--- config.mk ---
export PLATFORM = sky130hd
export DESIGN_NAME = spi_controller
export DESIGN_NICKNAME = d
export VERILOG_FILES = /design/src/rtl/spi_controller.sv
export SDC_FILE = /design/constraint.sdc
export NUM_CORES = 1
export LEC_CHECK = 0
export CAP_MARGIN = 20
export CORE_MARGIN = 4
export CORE_UTILIZATION = 40
export DETAILED_ROUTE_END_ITERATION = 16
export GPL_TIMING_DRIVEN = 1
export SYNTH_ARGS = -nofsm -noshare
export SYNTH_HDL_FRONTEND = slang
export SYNTH_SLANG_ARGS = --single-unit
--- constraint.sdc ---
create_clock -name clk -period 2.4 [get_ports clk]
set_input_delay 0.36 -clock clk [delete_from_list [all_inputs] [get_ports clk]]
set_output_delay 0.36 -clock clk [all_outputs]
set_load 0.02 [all_outputs]
--- src/rtl/spi_controller.sv ---
// rtl/spi_controller.sv - SPI mode-0 master, one WIDTH-bit frame per start, MSB first.
// Optional receive path enabled by defining SPI_CONTROLLER_RX_EN.
module spi_controller #(
  parameter int WIDTH    = 8,
  parameter int DIV_HALF = 2
) (
  input  logic             clk,
  input  logic             rst,
  input  logic             ena,
  input  logic             start,
  input  logic [WIDTH-1:0] tx_data,
  output logic             busy,
  output logic             done,
  output logic [WIDTH-1:0] rx_data,
  output logic             spi_sclk,
  output logic             spi_cs_n,
  output logic             spi_mosi,
  input  logic             spi_miso
);

  localparam logic [2:0] IDLE    = 3'd0;
  localparam logic [2:0] LEAD    = 3'd1;
  localparam logic [2:0] SCLK_HI = 3'd2;
  localparam logic [2:0] SCLK_LO = 3'd3;
  localparam logic [2:0] TRAIL   = 3'd4;
  localparam logic [2:0] DONE    = 3'd5;

  localparam int CW = $clog2(WIDTH + 1);
  localparam logic [CW-1:0] BIT_ONE  = CW'(1);
  localparam logic [CW-1:0] BIT_LAST = CW'(WIDTH);
  localparam logic [8:0]    HALF_RL  = 9'(DIV_HALF - 1);
  // TRAIL covers the final SCLK low phase plus the chip-select hold phase.
  localparam logic [8:0]    TRAIL_RL = 9'(2 * DIV_HALF - 1);

  logic [2:0]       state_q, state_d;
  logic [8:0]       cnt_q, cnt_d;
  logic [CW-1:0]    bit_q, bit_d;
  logic [WIDTH-1:0] tx_q, tx_d;
  logic             mosi_q, mosi_d;
  logic             sclk_q, sclk_d;
  logic             cs_n_q, cs_n_d;
  logic             busy_q, busy_d;
  logic             done_q, done_d;
  logic             enter_hi, enter_done;
  logic             half_end;

  assign half_end = (cnt_q == 9'd0);

  always_comb begin
    state_d    = state_q;
    cnt_d      = cnt_q;
    bit_d      = bit_q;
    tx_d       = tx_q;
    mosi_d     = mosi_q;
    sclk_d     = sclk_q;
    cs_n_d     = cs_n_q;
    busy_d     = busy_q;
    done_d     = 1'b0;
    enter_hi   = 1'b0;
    enter_done = 1'b0;
    case (state_q)
      IDLE: begin
        if (ena && start) begin
          tx_d    = tx_data;
          bit_d   = '0;
          cs_n_d  = 1'b0;
          mosi_d  = tx_data[WIDTH-1];
          busy_d  = 1'b1;
          cnt_d   = HALF_RL;
          state_d = LEAD;
        end
      end
      LEAD, SCLK_LO: begin
        if (ena) begin
          if (half_end) begin
            enter_hi = 1'b1;
            sclk_d   = 1'b1;
            bit_d    = bit_q + BIT_ONE;
            cnt_d    = HALF_RL;
            state_d  = SCLK_HI;
          end else begin
            cnt_d = cnt_q - 9'd1;
          end
        end
      end
      SCLK_HI: begin
        if (ena) begin
          if (half_end) begin
            sclk_d = 1'b0;
            if (bit_q < BIT_LAST) begin
              tx_d    = {tx_q[WIDTH-2:0], 1'b0};
              mosi_d  = tx_q[WIDTH-2];
              cnt_d   = HALF_RL;
              state_d = SCLK_LO;
            end else begin
              cnt_d   = TRAIL_RL;
              state_d = TRAIL;
            end
          end else begin
            cnt_d = cnt_q - 9'd1;
          end
        end
      end
      TRAIL: begin
        if (ena) begin
          if (half_end) begin
            enter_done = 1'b1;
            cs_n_d     = 1'b1;
            done_d     = 1'b1;
            busy_d     = 1'b0;
            state_d    = DONE;
          end else begin
            cnt_d = cnt_q - 9'd1;
          end
        end
      end
      DONE: begin
        state_d = IDLE;
      end
      default: begin
        state_d = IDLE;
      end
    endcase
  end

  always_ff @(posedge clk or posedge rst) begin
    if (rst) begin
      state_q <= IDLE;
      cnt_q   <= '0;
      bit_q   <= '0;
      tx_q    <= '0;
      mosi_q  <= 1'b0;
      sclk_q  <= 1'b0;
      cs_n_q  <= 1'b1;
      busy_q  <= 1'b0;
      done_q  <= 1'b0;
    end else begin
      state_q <= state_d;
      cnt_q   <= cnt_d;
      bit_q   <= bit_d;
      tx_q    <= tx_d;
      mosi_q  <= mosi_d;
      sclk_q  <= sclk_d;
      cs_n_q  <= cs_n_d;
      busy_q  <= busy_d;
      done_q  <= done_d;
    end
  end

`ifdef SPI_CONTROLLER_RX_EN
  logic [WIDTH-1:0] rx_sh_q, rx_sh_d;
  logic [WIDTH-1:0] rx_data_q, rx_data_d;

  always_comb begin
    rx_sh_d   = rx_sh_q;
    rx_data_d = rx_data_q;
    if (enter_hi) rx_sh_d = {rx_sh_q[WIDTH-2:0], spi_miso};
    if (enter_done) rx_data_d = rx_sh_q;
  end

  always_ff @(posedge clk or posedge rst) begin
    if (rst) begin
      rx_sh_q   <= '0;
      rx_data_q <= '0;
    end else begin
      rx_sh_q   <= rx_sh_d;
      rx_data_q <= rx_data_d;
    end
  end

  assign rx_data = rx_data_q;
`else
  logic unused_rx;
  assign unused_rx = spi_miso ^ enter_hi ^ enter_done;
  assign rx_data   = '0;
`endif

  assign busy     = busy_q;
  assign done     = done_q;
  assign spi_sclk = sclk_q;
  assign spi_cs_n = cs_n_q;
  assign spi_mosi = mosi_q;

endmodule

==> impl_metrics.json <==
{
  "power.density_nw_per_um2": 738,
  "cp-end-kind": "flop",
  "period_share_pct": 88.6,
  "reg2reg_from": "cnt_q[0]$_DFFE_PP0P_",
  "p_sw_uw": 421,
  "place.gp.congestion": 0.847,
  "antenna_found_initial": 0,
  "firstDrtPassIters": 4,
  "critical_path.max_fanout": 6,
  "synth_seq_area_share_pct": 44.7,
  "finalClockSkew_ns": 0.00401,
  "worst-r2r-setup-slack_ns": 0.27,
  "cp_cell_sequence": "inv_1 > ha_1 > nor4b_4 > and2_1 > o21a_1 > nor2_1 > a221o_1",
  "ys_seq_elements": 28,
  "max_freq_ghz": 0.470,
  "async_flop_share_pct": 100,
  "total_leakage_power_uw": 0.000810,
  "r2r.worst_path.cells": 7,
  "io_buffers": 16,
  "grt_util_all_layers_pct": 14.1,
  "clock-root-buffer": "clkbuf_8",
  "drc_errors": 0,
  "die_area_um2": 5000,
  "cp_slowest_stage_delay_ns": 0.43,
  "setup_violations": 0,
  "clockBufferDepth": 2,
  "core_um2": 3720,
  "ios": 26,
  "hold_class": "in -> async",
  "wl_per_cell_um": 13.5,
  "initial_core_util_pct": 42.3,
  "grt_pass1_wl_mm": 5.77,
  "cts.sinks": 28,
  "num_rows": 22,
  "max-vdd-ir-drop_uv": 329,
  "worstReg2RegEnd": "cnt_q[3]$_DFFE_PP0P_",
  "drive_gt1_share_pct": 11.5,
  "area_delta_synth_final_pct": 18.3,
  "clkSlewWorstSetupHoldPaths_ns": 0.10,
  "tns_ns": 0,
  "critPathLaunch": "cnt_q[0]$_DFFE_PP0P_",
  "cts_tree": "built",
  "slew_violations": 0,
  "via_per_inst": 5.30,
  "htreeDepth": 1,
  "rsz0062_at_grt": "false",
  "n_antenna_cell": 0,
  "worstPathArrival_ns": 2.29,
  "netlist_area_um2": 1570,
  "criticalPathCategory": "reg -> reg",
  "clkPwrFrac_pct": 27.2,
  "crit_path_end": "cnt_q[3]$_DFFE_PP0P_",
  "critical_path_required_ns": 2.57,
  "drt-initial-drc-count": 119,
  "synthCells": 170,
  "final_cell_mix": "dfrtp_1 (27), nand2_1 (23), nor2_1 (20)",
  "gr-total-overflow": 0,
  "fin_util_pct": 50.0,
  "start_kind": "flop",
  "syn_avg_cell_area_um2": 9.24,
  "grt_max_degree": 29,
  "fin_crit_ns": 2.13,
  "fin_nets": 208,
  "internal_power_uw": 951,
  "hold_buffers": 0,
  "yosys_warnings": 0,
  "cts.repair.resized": 0,
  "pwr-share-seq_pct": 47.2,
  "num_vias": 1272,
  "synth-edff-count": 0,
  "ant_nets": 0,
  "layout_commonest_cell": "dfrtp_1",
  "crit_slowest_cell": "dfrtp_1",
  "busiest_layer": "met2",
  "grt_pass1_vias": 1216,
  "clk_latency_ns": 0.28,
  "cts_buffers": 3,
  "met3_usage_pct": 2.84,
  "swShare_pct": 30.7,
  "grtUsageMet1_pct": 19.8,
  "die_h_um": 70.7,
  "cap_violations": 0,
  "grt_use_met2_pct": 21.2,
  "status": "finished, final reports clean",
  "cts_setup_buffers": 0,
  "pwr-share-comb_pct": 25.5,
  "die_w_um": 70.7,
  "hold_violations": 0,
  "hpwlAfterDp_mm": 2.46,
  "synth_ff_type": "dfrtp_1",
  "yosys.cell_types.count": 48,
  "wl_mm": 3.24
}
## stage by stage
| stage | setup WS, ns | area, µm² | power (µW) | instances | hold slack, ns |
|---|---|---|---|---|---|
| global placement | 0.293 | 1790 | 988 | 236 | 0.481 |
| detailed placement | 0.248 | 1790 | 1010 | 236 | 0.494 |
| floorplan | 0.623 | 1600 | 904 | 177 | 0.425 |
| global route | 0.117 | 1860 | 1470 | 240 | 0.466 |
| finish | 0.275 | 1860 | 1370 | 240 | 0.437 |
| CTS | 0.271 | 1860 | 1390 | 240 | 0.441 |
## final cells by class
type	count	area, µm²
well taps	48	60.1
clock buffers	3	41.3
inverters	5	18.8
clock inverters	1	30.0
flip-flops and latches	28	702
fillers	366	1860
repair buffers	24	220
multi-input cells	131	787
## cells by family after synthesis
family | count (synthesis) | synth area share [%]
simple gates | 73 | 23.7
xor+xnor | 3 | 1.67
fa+ha+maj | 2 | 1.59
compound gates | 45 | 21.2
flops | 28 | 44.7
buf+inv | 18 | 6.93
other cells | 1 | 0.239
## worst min-delay path by stage
stage | cells after the start | slack (ns) | endpoint | startpoint
final | 3 | 0.44 | tx_q[6]$_DFFE_PP0P_ | rst
after CTS | 3 | 0.44 | tx_q[6]$_DFFE_PP0P_ | rst
after floorplan | 1 | 0.42 | bit_q[0]$_DFFE_PP0P_ | rst
after global placement | 1 | 0.48 | cnt_q[0]$_DFFE_PP0P_ | cnt_q[0]$_DFFE_PP0P_
after global routing | 3 | 0.47 | spi_mosi$_DFFE_PP0P_ | rst
after detailed placement | 2 | 0.49 | busy$_DFFE_PP0P_ | busy$_DFFE_PP0P_
## power groups by stage
stage / Combinational, µW / Clock (µW) / Sequential [µW]
after floorplan: 268 / 0 / 635
after global placement: 337 / 0 / 650
after detailed placement: 352 / 0 / 657
after CTS: 354 / 387 / 647
after global routing: 393 / 411 / 662
final: 350 / 373 / 648
## cell usage after synthesis, types with 2 or more instances
library cell | number | area share (%)
dfrtp_1 | 27 | 43
nand2_1 | 23 | 5.5
nor2_1 | 20 | 4.8
o21ai_0 | 12 | 3.8
buf_4 | 8 | 3.8
a31oi_1 | 7 | 2.8
nand3_1 | 6 | 1.9
a21oi_1 | 5 | 1.6
inv_1 | 4 | 0.96
o31ai_1 | 4 | 1.9
or3_1 | 4 | 1.6
buf_2 | 3 | 0.96
nand2b_1 | 3 | 1.2
nor3_1 | 3 | 0.96
a22o_1 | 2 | 1.1
a2bb2oi_1 | 2 | 1.1
and3_1 | 2 | 0.80
ha_1 | 2 | 1.6
nand4_1 | 2 | 0.80
nor2b_1 | 2 | 0.80
xnor2_1 | 2 | 1.1
## metal layers
metal / vias to the layer above / routed length (µm)
li1: 632 / -
met5: - / 0
met2: 27 / 1530
met1: 606 / 1530
met3: 7 / 128
met4: 0 / 61
## flip-flops by register name (all words and copies together), names as in the netlist
signal	count
cnt_q	9
tx_q	7
bit_q	4
state_q	3
busy	1
done	1
spi_cs_n	1
spi_mosi	1
spi_sclk	1
## worst max-delay path: cells and delay by family (launching register included)
kind                     cells  cell delay [ns]
AO/OA/AOI/OAI                2             0.58
adder cells (fa/ha/maj)      1             0.20
AND/OR/NAND/NOR              3             0.73
buffers and inverters        1             0.07
flip-flops                   1             0.43
(Power assumes the default switching activity.)
